**src/rtl/wb_arbiter2.sv**
```systemverilog
// wb_arbiter2: two-master round-robin Wishbone classic arbiter with a bus watchdog
module wb_arbiter2 #(
   parameter int TIMEOUT_CYCLES = 16,
   parameter int CNT_W          = 8
) (
   input  logic        clk_i,
   input  logic        rst_ni,
   input  logic [1:0]  m_cyc_i,
   input  logic [1:0]  m_stb_i,
   input  logic [1:0]  m_we_i,
   input  logic [63:0] m_adr_i,
   input  logic [7:0]  m_sel_i,
   input  logic [63:0] m_dat_i,
   output logic [63:0] m_dat_o,
   output logic [1:0]  m_ack_o,
   output logic [1:0]  m_err_o,
   output logic [1:0]  m_rty_o,
   output logic        s_cyc_o,
   output logic        s_stb_o,
   output logic        s_we_o,
   output logic [31:0] s_adr_o,
   output logic [3:0]  s_sel_o,
   output logic [31:0] s_dat_o,
   input  logic [31:0] s_dat_i,
   input  logic        s_ack_i,
   input  logic        s_err_i,
   input  logic        s_rty_i,
   output logic        timeout_o
);
   typedef enum logic [1:0] {IDLE, BUSY, TOERR} state_t;
   localparam bit WD_EN = TIMEOUT_CYCLES > 0;
   localparam logic [CNT_W-1:0] LIM = CNT_W'(WD_EN ? TIMEOUT_CYCLES - 1 : 0);
   state_t state, state_n;
   logic owner, owner_n, last, last_n;
   logic [CNT_W-1:0] cnt, cnt_n;
   logic busy, toerr, term;
   logic [1:0] own;
   assign busy  = state == BUSY;
   assign toerr = state == TOERR;
   assign term  = s_ack_i | s_err_i | s_rty_i;
   assign own   = {owner, ~owner};
   assign s_cyc_o = busy & m_cyc_i[owner];
   assign s_stb_o = busy & m_stb_i[owner];
   assign s_we_o  = busy & m_we_i[owner];
   assign s_adr_o = busy ? (owner ? m_adr_i[63:32] : m_adr_i[31:0]) : 32'h0;
   assign s_sel_o = busy ? (owner ? m_sel_i[7:4] : m_sel_i[3:0]) : 4'h0;
   assign s_dat_o = busy ? (owner ? m_dat_i[63:32] : m_dat_i[31:0]) : 32'h0;
   assign m_dat_o = {2{s_dat_i}};
   assign m_ack_o = own & {2{busy & s_ack_i}};
   assign m_err_o = own & {2{(busy & s_err_i) | toerr}};
   assign m_rty_o = own & {2{busy & s_rty_i}};
   assign timeout_o = toerr;
   // state register; reset leaves last=1 so master 0 wins the first tie
   always_ff @(posedge clk_i or negedge rst_ni) begin
      if (!rst_ni) begin
         state <= IDLE;
         owner <= 1'b0;
         last  <= 1'b1;
         cnt   <= '0;
      end else begin
         state <= state_n;
         owner <= owner_n;
         last  <= last_n;
         cnt   <= cnt_n;
      end
   end
   // arbitration, CYC-long grant hold and watchdog counting
   always_comb begin
      state_n = state;
      owner_n = owner;
      last_n  = last;
      cnt_n   = cnt;
      case (state)
         IDLE: begin
            if (|m_cyc_i) begin
               state_n = BUSY;
               owner_n = &m_cyc_i ? ~last : m_cyc_i[1];
            end
         end
         BUSY: begin
            if (!m_cyc_i[owner]) begin
               state_n = IDLE;
               last_n  = owner;
               cnt_n   = '0;
            end else if (!s_stb_o || term || !WD_EN) begin
               cnt_n = '0;
            end else if (cnt == LIM) begin
               state_n = TOERR;
               cnt_n   = '0;
            end else begin
               cnt_n = cnt + 1'b1;
            end
         end
         TOERR: begin
            cnt_n   = '0;
            state_n = m_cyc_i[owner] ? BUSY : IDLE;
            last_n  = m_cyc_i[owner] ? last : owner;
         end
         default: state_n = IDLE;
      endcase
   end
endmodule

```
**config.mk**
```make
export PLATFORM = sky130hd
export DESIGN_NAME = wb_arbiter2
export DESIGN_NICKNAME = d
export VERILOG_FILES = /design/src/rtl/wb_arbiter2.sv
export SDC_FILE = /design/constraint.sdc
export NUM_CORES = 1
export LEC_CHECK = 0
export ABC_AREA = 0
export BUFFER_PORTS_ARGS = -buffer_cell sky130_fd_sc_hd__buf_2
export CAP_MARGIN = 25
export CELL_PAD_IN_SITES_DETAIL_PLACEMENT = 0
export CELL_PAD_IN_SITES_GLOBAL_PLACEMENT = 1
export CORE_AREA = 2 2 125 127
export DETAILED_ROUTE_END_ITERATION = 10
export DIE_AREA = 0 0 127 129
export GPL_TIMING_DRIVEN = 0
export PLACE_DENSITY = 0.7
export SYNTH_ARGS = -nofsm -noshare
export SYNTH_HDL_FRONTEND = slang
export SYNTH_SLANG_ARGS = --single-unit
```
**constraint.sdc**
```tcl
create_clock -name clk_i -period 2.54 [get_ports clk_i]
set_clock_uncertainty 0.15 [all_clocks]
set_input_delay 0.127 -clock clk_i [delete_from_list [all_inputs] [get_ports clk_i]]
set_output_delay 0.127 -clock clk_i [all_outputs]
set_load 0.02 [all_outputs]
```
After elaboration in Yosys (flattened, before gate mapping). Cells that the tools add are included. Widths: inputs -> output; s select.

$add $sub $neg: 1. Magnitude comparators: 1. Eq/ne operators: 6. Multiplexer cells: 23. Bitwise operators: 15. Reduce and logical (&&, ||, !) cells: 10.

Operators with widths (number): $mux 32 (4); $mux 8 (3); $pmux 8 s2 (1); $add 8x1->8 const B (1); $eq 8x4->1 const B (1); $mux 1 (8); $mux 2 (4); $mux 4 (2); $and 1x1->1 (6); $and 2x2->2 (3); $pmux 2 s3 (1); $reduce_and 2->1 (3); $reduce_or 2->1 (2); $ne 3x2->1 const B (1); $ne 3x3->1 const B (1); $not 1->1 (3); $or 1x1->1 (3); $reduce_and 3->1 (1); $eq 2x1->1 const B (1); $eq 2x2->1 const B (1); $logic_not 2->1 (1); $lt 1x2->1 const B (1); $ne 2x2->1 const B (1); $reduce_bool 2->1 (1); other kinds (2) (2).

Register bits after elaboration: 12. Bits of input ports: 179. Logic and storage cells: 60.

Logic depth before layout (Yosys ltp). Gate-level depths: netlist of run 1.

Depth in word-level cells: 8. Depth in mapped cells: 7.

Worst setup path before layout of run 1. No wires, ideal clock.

Path kind: register -> register. From: register state[1]. To: register state[0]. Arrival time: 2.035 ns. Required time: 2.307 ns. Path slack: 0.273 ns. Cell stages (with the launch flop): 7. Path buffers: 0. Cell sequence: dfrtp_1 > inv_1 > ha_1 > or4b_1 > or4b_4 > a221o_1 > o21ai_0.

Cells in the longest elaborated chain, start to end: 6. Elaborated cells on any way between the ends: 11.

RTL lines: from (decl) (line 33) `state_t state, state_n;`; from (signal assigned) (line 61) `state <= state_n;`; $eq 2x1->1 (line 38, 73); $and 1x1->1 (line 43) `assign s_stb_o = busy & m_stb_i[owner];`; $logic_not 1->1 (line 85) `end else if (!s_stb_o || term || !WD_EN) begin`; $logic_or 1x1->1 (line 85); $ne 3x3->1 (no line); $reduce_and 3->1 (no line).

Several ways; a longest one is shown, not always the timed one. A chain may end at the register's enable or synchronous reset.

Final worst setup path of run 1. Same ends and word-level chain as after synthesis.

==> results of run 1 <==
[where the power goes]
group | internal, mW | total [mW] | switching (mW) | leakage, nW
Combinational | 1.19 | 2.95 | 1.75 | 2.32
Clock | 0.212 | 0.303 | 0.0908 | 0.0382
Sequential | 0.221 | 0.258 | 0.0371 | 0.160
[final timing paths]
path | endpoint | startpoint | depth (start not counted)
max | state[0]$_DFFE_PN0P_ | state[1]$_DFFE_PN0P_ | 6
min | owner$_DFFE_PN0P_ | m_cyc_i[1] | 2
max reg2reg | state[0]$_DFFE_PN0P_ | state[1]$_DFFE_PN0P_ | 6
min reg2reg | cnt[2]$_DFFE_PN0P_ | cnt[2]$_DFFE_PN0P_ | 1
max in group asynchronous | last$_DFFE_PN1P_ | rst_ni | 2
min in group asynchronous | cnt[7]$_DFFE_PN0P_ | rst_ni | 2
[cells by family (layout without fill, tap and decap cells)]
logic type	Yosys count	in the layout	share of synthesized area [%]
AND/OR/NAND/NOR	110	110	27.0
AO/OA/AOI/OAI	20	20	5.20
multiplexers	73	73	29.5
flip-flops	12	12	12.2
buffers and inverters	91	383	23.7
adder cells (fa/ha/maj)	5	5	2.52
[sequential cells by signal, summed over array words and instances, names as in the netlist]
register / count
state: 2
last: 1
owner: 1
cnt: 8
[final cells by class]
cell class	instances	area [um2]	share of cell area [%]
Multi-Input combinational cell	208	1600	37.6
Timing Repair Buffer	289	1450	34.2
Buffer	82	556	13.1
Sequential cell	12	302	7.10
Tap cell	188	235	5.54
Clock buffer	4	78.8	1.86
Inverter	8	30.0	0.707
[metal layers]
layer  up-vias  share of wire [%]  routed length [um]
met4         0               0.31                  34
met5         -                  0                   0
li1       1563                  -                   -
met1      1340                 41                4560
met2       125                 52                5700
met3         2                6.6                 727
[synthesized netlist by cell type]
cell	instances	area (um2)
a21boi_0	3	22.5
or4b_4	1	13.8
dfrtp_1	11	275
nor2b_1	73	457
mux2i_1	73	731
o21ai_0	6	30.0
nand2b_1	4	25.0
nor3b_1	1	7.51
a21oi_1	4	20.0
nand2_1	6	22.5
nor2_1	4	15.0
a32o_1	1	10.0
nor3_1	2	10.0
clkbuf_1	11	41.3
a221o_1	1	10.0
or4_1	1	7.51
inv_1	8	30.0
nand4_1	1	6.26
and3_1	2	12.5
o22ai_1	1	6.26
and3b_1	2	17.5
nand3_1	9	45.0
o31ai_1	2	15.0
a31oi_1	1	6.26
ha_1	5	62.6
buf_4	64	480
buf_1	4	15.0
or4b_1	1	10.0
nor4_1	2	12.5
o2bb2ai_1	1	8.76
or2_2	1	6.26
dfstp_2	1	26.3
buf_2	4	20.0
[what timing repair did]
item | CTS | global route
gates resized for setup | 2 | 1
hold buffers | 1 | 0
pin swaps | 0 | 0
endpoints found under the setup margin | 44 | 1
endpoints found under the hold margin | 12 | 0
[worst max-delay path, delay by kind of cell, from the launching register on]
kind | cells | cell delay, ns
AND/OR/NAND/NOR | 2 | 1.05
flip-flops | 1 | 0.39
adder cells (fa/ha/maj) | 1 | 0.22
AO/OA/AOI/OAI | 2 | 0.41
buffers and inverters | 1 | 0.11
[metrics by stage]
stage	TNS (ns)	total power [mW]	instance area, um2	hold WS, ns	utilization, %
finish	0	3.51	4250	0.0686	28.4
global route	-0.0103	3.78	4250	0.0899	28.4
CTS	0	3.58	4240	0.0616	28.3
detailed placement	-0.157	3.26	4160	-0.111	27.7
global placement	-0.204	3.26	4160	-0.115	27.7
floorplan	0	2.27	2480	-0.319	-
==> impl_metrics.ini, run 1 <==
[global_routing]
grt_pass1_wl_mm = 15.3
use_met2_pct = 21.6
grt_max_degree = 13
grtUsageMet3_pct = 1.54
grt_pass1_vias = 2842
overflow = 0
grt_usage_pct = 11.7
gr-usage-met1_pct = 15.1
top_usage_layer = met2
antenna_found_initial = 0

[critical_path]
crit_slowest_cell = or4b_4
startpoint_type = flop
worstPathArrival_ns = 2.43
reg2reg_slack_ns = 0.13
cp.required_ns = 2.56
critPathKind = reg2reg
critPathMaxFanout = 5
endpoint_kind = flop
path_cells = inv_1, ha_1, or4b_1, or4b_4, a221o_1, o21ai_0
slowest_delay_ns = 0.55

[cts]
htreeDepth = 1
cts_made_buffers = 3
cts_tree = yes
cts_sinks = 12
clk_pin_slew_worst_paths_ns = 0.05
clockRootBuffer = clkbuf_16
clk_latency_ns = 0.25
cts_setup_buffers = 0
clockBufferDepth = 2

[timing]
fin_crit_ns = 2.41
final_hold_viol_count = 0
slew_viol_final = 0
finalSetupViolCount = 0
post-route-period-util_pct = 94.9
worst_pin_slew_ns = 0.723
max_freq_mhz = 415
fin_ws_ns = 0.129
max_slew_margin_pct = 51.8

[synth]
synthesis.nets = 495
avgSynthCellArea_um2 = 7.97
ys_seq_area_share_pct = 12.2
synth_cells = 311
yosysWarnings = 0
ys_types = 33
synth-seq-cells = 12
syn_area_um2 = 2480

[drt]
first_iter_violations = 98
wl_mm = 11.0
via_per_inst = 3.83
drtAntennaViolNets = 0
wl_per_cell_um = 13.9
dr_total_vias = 3030
drc_errors = 0
drtPass1Iterations = 4

[die]
start_util_pct = 16.5
core_area_um2 = 15000
io_pins = 321
dieArea_um2 = 16400
rows = 45
die_y_um = 129
fp.dieW_um = 127

[place]
place_inst = 787
dp_hpwl_mm = 9.51
port_buffers = 288
dp_slack_ns = -0.0584
gp_congestion = 0.741

[finish]
fill_cells = 1689
final_cell_mix = buf_2, mux2i_1, nor2b_1
num_antenna_cells = 0
final_common_cell = buf_2
nets = 788
drive_gt1_share_pct = 60.5
area_delta_synth_final_pct = 71.4
stdcell_count = 791

[outcome]
status = finished clean

[power]
peakVddDrop_v = 0.000179
power_density_nw_per_um2 = 826
p_leak_nw = 2.52

[flow_run]
cap_viol_max_count = 0

[worst_hold_path]
hold_path.class = in2reg
(Power assumes the default switching activity.)
==> inputs of run 2 (changes only) <==
--- a/config.mk
+++ b/config.mk
@@ -6,7 +6,7 @@
 export NUM_CORES = 1
 export LEC_CHECK = 0
 export ABC_AREA = 0
-export BUFFER_PORTS_ARGS = -buffer_cell sky130_fd_sc_hd__buf_2
+export BUFFER_PORTS_ARGS = -buffer_cell sky130_fd_sc_hd__clkbuf_2
 export CAP_MARGIN = 25
 export CELL_PAD_IN_SITES_DETAIL_PLACEMENT = 0
 export CELL_PAD_IN_SITES_GLOBAL_PLACEMENT = 1
==> run 2 against run 1 <==
Against the previous run:
- sequential share of layout area about the same
- power increased by 0.87%
- worst setup slack got worse by 0.015 ns
- wire length decreased by 0.31%
- maximum frequency decreased by 0.62%
- cell area increased by 0.12%
- flip-flop and latch count unchanged
- first-iteration DRC count increased by 16%
==> impl_metrics.ini, run 2 (synthesized netlist as in run 1, its figures left out) <==
[cts]
clockBufferDepth = 2
cts_tree = yes
cts_made_buffers = 3
clk_pin_slew_worst_paths_ns = 0.04
clk_latency_ns = 0.24
cts_sinks = 12
htreeDepth = 1
cts_setup_buffers = 0
clockRootBuffer = clkbuf_16

[die]
io_pins = 321
rows = 45
start_util_pct = 16.5
fp.dieW_um = 127
die_y_um = 129
core_area_um2 = 15000
dieArea_um2 = 16400

[finish]
fill_cells = 1685
nets = 788
stdcell_count = 791
area_delta_synth_final_pct = 71.6
final_common_cell = clkbuf_2
final_cell_mix = clkbuf_2, mux2i_1, nor2b_1
num_antenna_cells = 0
fin_area_um2 = 4250
drive_gt1_share_pct = 60.7
largest_reg_flops = 8
top_regs = cnt x8, state x2
regMostFlops = cnt

[flow_run]
cap_viol_max_count = 0

[power]
p_leak_nw = 2.54
power_density_nw_per_um2 = 832
peakVddDrop_v = 0.000290

[drt]
wl_mm = 11.0
drtPass1Iterations = 4
drc_errors = 0
via_per_inst = 3.83
wl_per_cell_um = 13.9
dr_total_vias = 3033
drtAntennaViolNets = 0
first_iter_violations = 114

[timing]
max_slew_margin_pct = 51.1
post-route-period-util_pct = 95.5
max_freq_mhz = 412
fin_crit_ns = 2.43
fin_ws_ns = 0.114
worst_pin_slew_ns = 0.733
finalSetupViolCount = 0
slew_viol_final = 0
rsz0062_at_grt = false
final_hold_viol_count = 0

[critical_path]
reg2regPathDepth = 6
critPathMaxFanout = 5
reg2reg_slack_ns = 0.11
endpoint_kind = flop
worstPathArrival_ns = 2.43
r2r-end = state[0]$_DFFE_PN0P_
critPathKind = reg2reg
setup.worst_path.start = state[1]$_DFFE_PN0P_
cp.required_ns = 2.54
regToRegStartpoint = state[1]$_DFFE_PN0P_
startpoint_type = flop
crit_end = state[0]$_DFFE_PN0P_

[global_routing]
grt_pass1_vias = 2860
grt_max_degree = 13
antenna_found_initial = 0
grt_usage_pct = 11.7
overflow = 0
grt_pass1_wl_mm = 15.4

[worst_hold_path]
hold_path.class = in2reg

[place]
dp_hpwl_mm = 9.65
dp_slack_ns = -0.0128
gp_congestion = 0.727
port_buffers = 288
dpl_cell_area_um2 = 4160
place_inst = 787

[outcome]
status = finished clean
[run 2: changes by cell type in the layout (fill, tap and decap cells not counted), sizes merged]
cell    change
buf       -288
clkbuf    +288
[run 2: how the worst min path moves through the flow]
stage | startpoint | cells after the start | end | slack (ns)
CTS | m_cyc_i[1] | 2 | owner$_DFFE_PN0P_ | 0.06
global route | m_cyc_i[1] | 2 | owner$_DFFE_PN0P_ | 0.09
detailed placement | rst_ni | 1 | cnt[1]$_DFFE_PN0P_ | -0.11
finish | m_cyc_i[1] | 2 | owner$_DFFE_PN0P_ | 0.07
floorplan | rst_ni | 0 | cnt[0]$_DFFE_PN0P_ | -0.32
global placement | rst_ni | 1 | cnt[1]$_DFFE_PN0P_ | -0.11
[run 2: layout make-up]
class                   instances  area, um2  area share [%]
clock buffers                   4       88.8            2.09
multi-input cells             208       1590            37.4
repair buffers                289       1450            34.1
plain buffers                  82        557            13.1
well taps                     188        235            5.53
inverters                       8       30.0           0.706
flip-flops and latches         12        302            7.09
[run 2: stage by stage]
step	util [%]	TNS [ns]	hold WS [ns]	power, mW
after CTS	28.4	0	0.0600	3.61
after global routing	28.4	0	0.0870	3.80
after floorplan	-	0	-0.319	2.27
final	28.4	0	0.0652	3.54
after detailed placement	27.7	-0.0128	-0.109	3.27
after global placement	27.7	-0.280	-0.107	3.27
[run 2: routing by layer]
metal | GRT usage [%] | share of wire (%) | vias to the layer above
li1 | - | - | 1562
met1 | 14.7 | 41 | 1342
met2 | 22.2 | 52 | 127
met3 | 1.29 | 6.0 | 2
met4 | 1.36 | 0.31 | 0
met5 | 0 | 0 | -
[run 2: report_power, final]
group	internal, mW	switching [mW]	total (mW)
combinational	1.18	1.77	2.95
clock	0.238	0.0889	0.327
sequential	0.221	0.0370	0.258
[run 2: what timing repair did]
item | CTS | global route
endpoints found under the setup margin | 44 | 34
resized for setup | 2 | 2
hold endpoints to repair | 12 | 0
hold buffers | 1 | 0
gates cloned | 0 | 0
[run 2: worst max-delay path, cell delays in order (launching register included)]
cell	delay [ns]
dfrtp_1	0.39
inv_1	0.10
ha_1	0.23
or4b_1	0.48
or4b_4	0.55
a221o_1	0.35
o21ai_0	0.08
==> inputs of run 3 (changes only) <==
==> config.mk (replaced) <==
export PLATFORM = sky130hd
export DESIGN_NAME = wb_arbiter2
export DESIGN_NICKNAME = d
export VERILOG_FILES = /design/src/rtl/wb_arbiter2.sv
export SDC_FILE = /design/constraint.sdc
export NUM_CORES = 1
export LEC_CHECK = 0
export ABC_AREA = 1
export BUFFER_PORTS_ARGS = -buffer_cell sky130_fd_sc_hd__clkbuf_2
export CAP_MARGIN = 25
export CELL_PAD_IN_SITES_DETAIL_PLACEMENT = 0
export CELL_PAD_IN_SITES_GLOBAL_PLACEMENT = 1
export CORE_AREA = 2 2 123 125
export DETAILED_ROUTE_END_ITERATION = 10
export DIE_AREA = 0 0 125 127
export GPL_TIMING_DRIVEN = 0
export PLACE_DENSITY = 0.76
export SLEW_MARGIN = 5
export SYNTH_ARGS = -nofsm -noshare
export SYNTH_HDL_FRONTEND = slang
export SYNTH_SLANG_ARGS = --single-unit
==> run 3 against run 2 <==
Against the previous run:
- first-iteration DRC count is 18% higher
- critical path depth is 1 higher
- synthesized cell count is 35% higher
- hold slack worse by 0.039 ns
- non-clock buffer count is 6 higher
- utilization is 0.64 points higher
- global-route usage is 0.84 points higher
- combinational power is 11% higher
- power is 8.8% higher
- register-to-register slack better by 0.68 ns
- die area is 3.1% lower
- area after synthesis is 2.4% lower
==> impl_metrics.ini, run 3 <==
[critical_path]
startpoint_type = flop
cp_num_buf_inv = 4
critPathMaxFanout = 10
r2r-end = cnt[0]$_DFFE_PN0P_
worstPathArrival_ns = 2.04
reg2reg_slack_ns = 0.79
cp.required_ns = 2.26
slowest_delay_ns = 0.41
critPathKind = reg2out
path_cells = inv_1, ha_1, buf_4, clkbuf_1, o21ai_0, nor2_1, clkbuf_2
regToRegStartpoint = state[0]$_DFFE_PN0P_
path_delay_family = buffers and inverters
endpoint_kind = output port
setup.worst_path.start = state[1]$_DFFE_PN0P_
reg2regPathDepth = 6
crit_slowest_cell = dfrtp_1

[synth]
ys_types = 27
yosys-top-cells-count = nor2_1, o21ai_0, buf_4
avgSynthCellArea_um2 = 5.77
ys_async_sr_fraction_pct = 100
ys_seq_area_share_pct = 12.5
syn_area_um2 = 2420
synth_top_area_share_pct = 23.7
synthesis.nets = 603
yosysWarnings = 0
yosys.area.top_type = nor2_1
synth-seq-cells = 12
synth_cells = 419
synth_flop_cell = dfrtp_1
synth_most_common_cell = nor2_1
synth_area_leaders = nor2_1, buf_4, o21ai_0
synth_edf_count = 0

[flow_run]
cap_viol_max_count = 0

[finish]
regMostFlops = cnt
final_cell_mix = clkbuf_2, nor2_1, o21ai_0
top_regs = cnt x8, state x2
multiInputGateArea_um2 = 1430
fill_cells = 1661
regArea_um2 = 302
nets = 897
num_antenna_cells = 0
drive_gt1_share_pct = 54.1
largest_reg_flops = 8
final_common_cell = clkbuf_2
area_delta_synth_final_pct = 73.2

[drt]
drtPass1Iterations = 4
met1Wirelength_mm = 4.99
first_iter_violations = 135
drc_errors = 0
met2WireLength_mm = 5.72
drtAntennaViolNets = 0
dr_total_vias = 3490
wl_mm = 11.4
via_per_inst = 3.90
wl_per_cell_um = 12.7
wl_met3_um = 659
highest-signal-layer = met4

[die]
fp.dieW_um = 125
start_util_pct = 16.8
io_pins = 321
die_y_um = 127
rows = 44
core_area_um2 = 14400
dieArea_um2 = 15900

[timing]
rsz0062_at_grt = false
final_hold_viol_count = 0
worst_pin_slew_ns = 0.462
finalSetupViolCount = 0
post-route-period-util_pct = 91.1
fin_crit_ns = 2.31
slew_viol_final = 0
fin_ws_ns = 0.226
timing.setup.tns_ns = 0
max_freq_mhz = 432
max_slew_margin_pct = 69.2

[power]
p_leak_nw = 2.53
peakVddDrop_v = 0.000491
power_density_nw_per_um2 = 919

[worst_hold_path]
hold_path_end = owner$_DFFE_PN0P_
min_delay_path_depth = 3
hold_path.class = in2reg
min-delay-start = m_cyc_i[1]

[outcome]
status = finished clean

[cts]
clk_latency_ns = 0.24
cts_sinks = 12
htreeDepth = 1
clockBufferDepth = 2
clockRootBuffer = clkbuf_16
cts_setup_buffers = 0
cts_tree = yes
hold_buffers = 1
cts_made_buffers = 3
cts_resized = 0
clk_pin_slew_worst_paths_ns = 0.04

[global_routing]
grt_pass1_wl_mm = 16.4
antenna_found_initial = 0
overflow = 0
grt_usage_pct = 12.6
grt_pass1_vias = 3001
grt_max_degree = 13

[place]
dp_slack_ns = 0.443
gp_congestion = 0.793
port_buffers = 288
dp_hpwl_mm = 9.80
## run 3: changes by cell type in the layout (fill, tap and decap cells not counted), sizes merged, moves of 4 or more
cell    previous run  this run
o21ai              6        73
nand2b             4         0
inv                8        20
mux2i             73         0
nor2b             73         0
nand2              6        31
nand3              9        18
nor2               4       155
## run 3: cells by family (layout without fill, tap and decap cells)
logic type / count (synthesis) / after routing / share of synthesized area (%)
and+or+nand+nor: 211 / 211 / 38.9
buffers and inverters: 108 / 401 / 28.5
adders and majority gates: 5 / 5 / 2.59
DFF: 12 / 12 / 12.5
AOI/OAI and AO/OA: 80 / 80 / 16.6
xor gates and xnor gates: 3 / 3 / 1.09
## run 3: how the worst max path moves through the flow
stage	to	slack, ns	cells after the start
floorplan	s_adr_o[10]	0.81	6
global placement	s_dat_o[0]	0.46	7
detailed placement	s_sel_o[0]	0.44	7
CTS	s_sel_o[0]	0.19	7
global route	s_dat_o[12]	0.008	7
finish	s_dat_o[18]	0.23	7
## run 3: metal layers
layer  up-vias  GRT usage [%]
li1       1855              -
met1      1497           17.0
met2       136           22.6
met3         2           1.55
met4         0          0.784
met5         -              0
## run 3: final cells by class
class                           instances  share of cell area, %
Timing Repair Buffer                  289                   34.6
Clock buffer                            4                   2.12
Buffer                                 88                   14.5
Tap cell                              184                   5.50
Inverter                               20                   1.91
Sequential cell                        12                   7.20
Multi-Input combinational cell        299                   34.1
## run 3: metrics by stage
step           total power [mW]  std cells  hold WS [ns]  utilization [%]  area [um2]
2_1_floorplan              2.43        419        -0.319                -        2420
3_3_place_gp               3.60        891        -0.111             28.4        4090
3_5_place_dp               3.58        891        -0.110             28.4        4090
4_1_cts                    3.92        896        0.0165             29.0        4190
5_1_grt                    4.20        896        0.0635             29.0        4190
6_report                   3.85        896        0.0262             29.0        4190
## run 3: worst register-to-register path: stages (launching register included)
cell     delay [ns]
dfrtp_1        0.39
inv_1          0.08
ha_1           0.42
inv_2          0.14
nor2_1         0.30
nand3_1        0.12
o21ai_1        0.08
## run 3: power by group
part	switching [mW]	internal (mW)	total, mW
Sequential	0.0304	0.229	0.259
Clock	0.0781	0.237	0.315
Combinational	2.24	1.03	3.27
Total	2.35	1.50	3.85
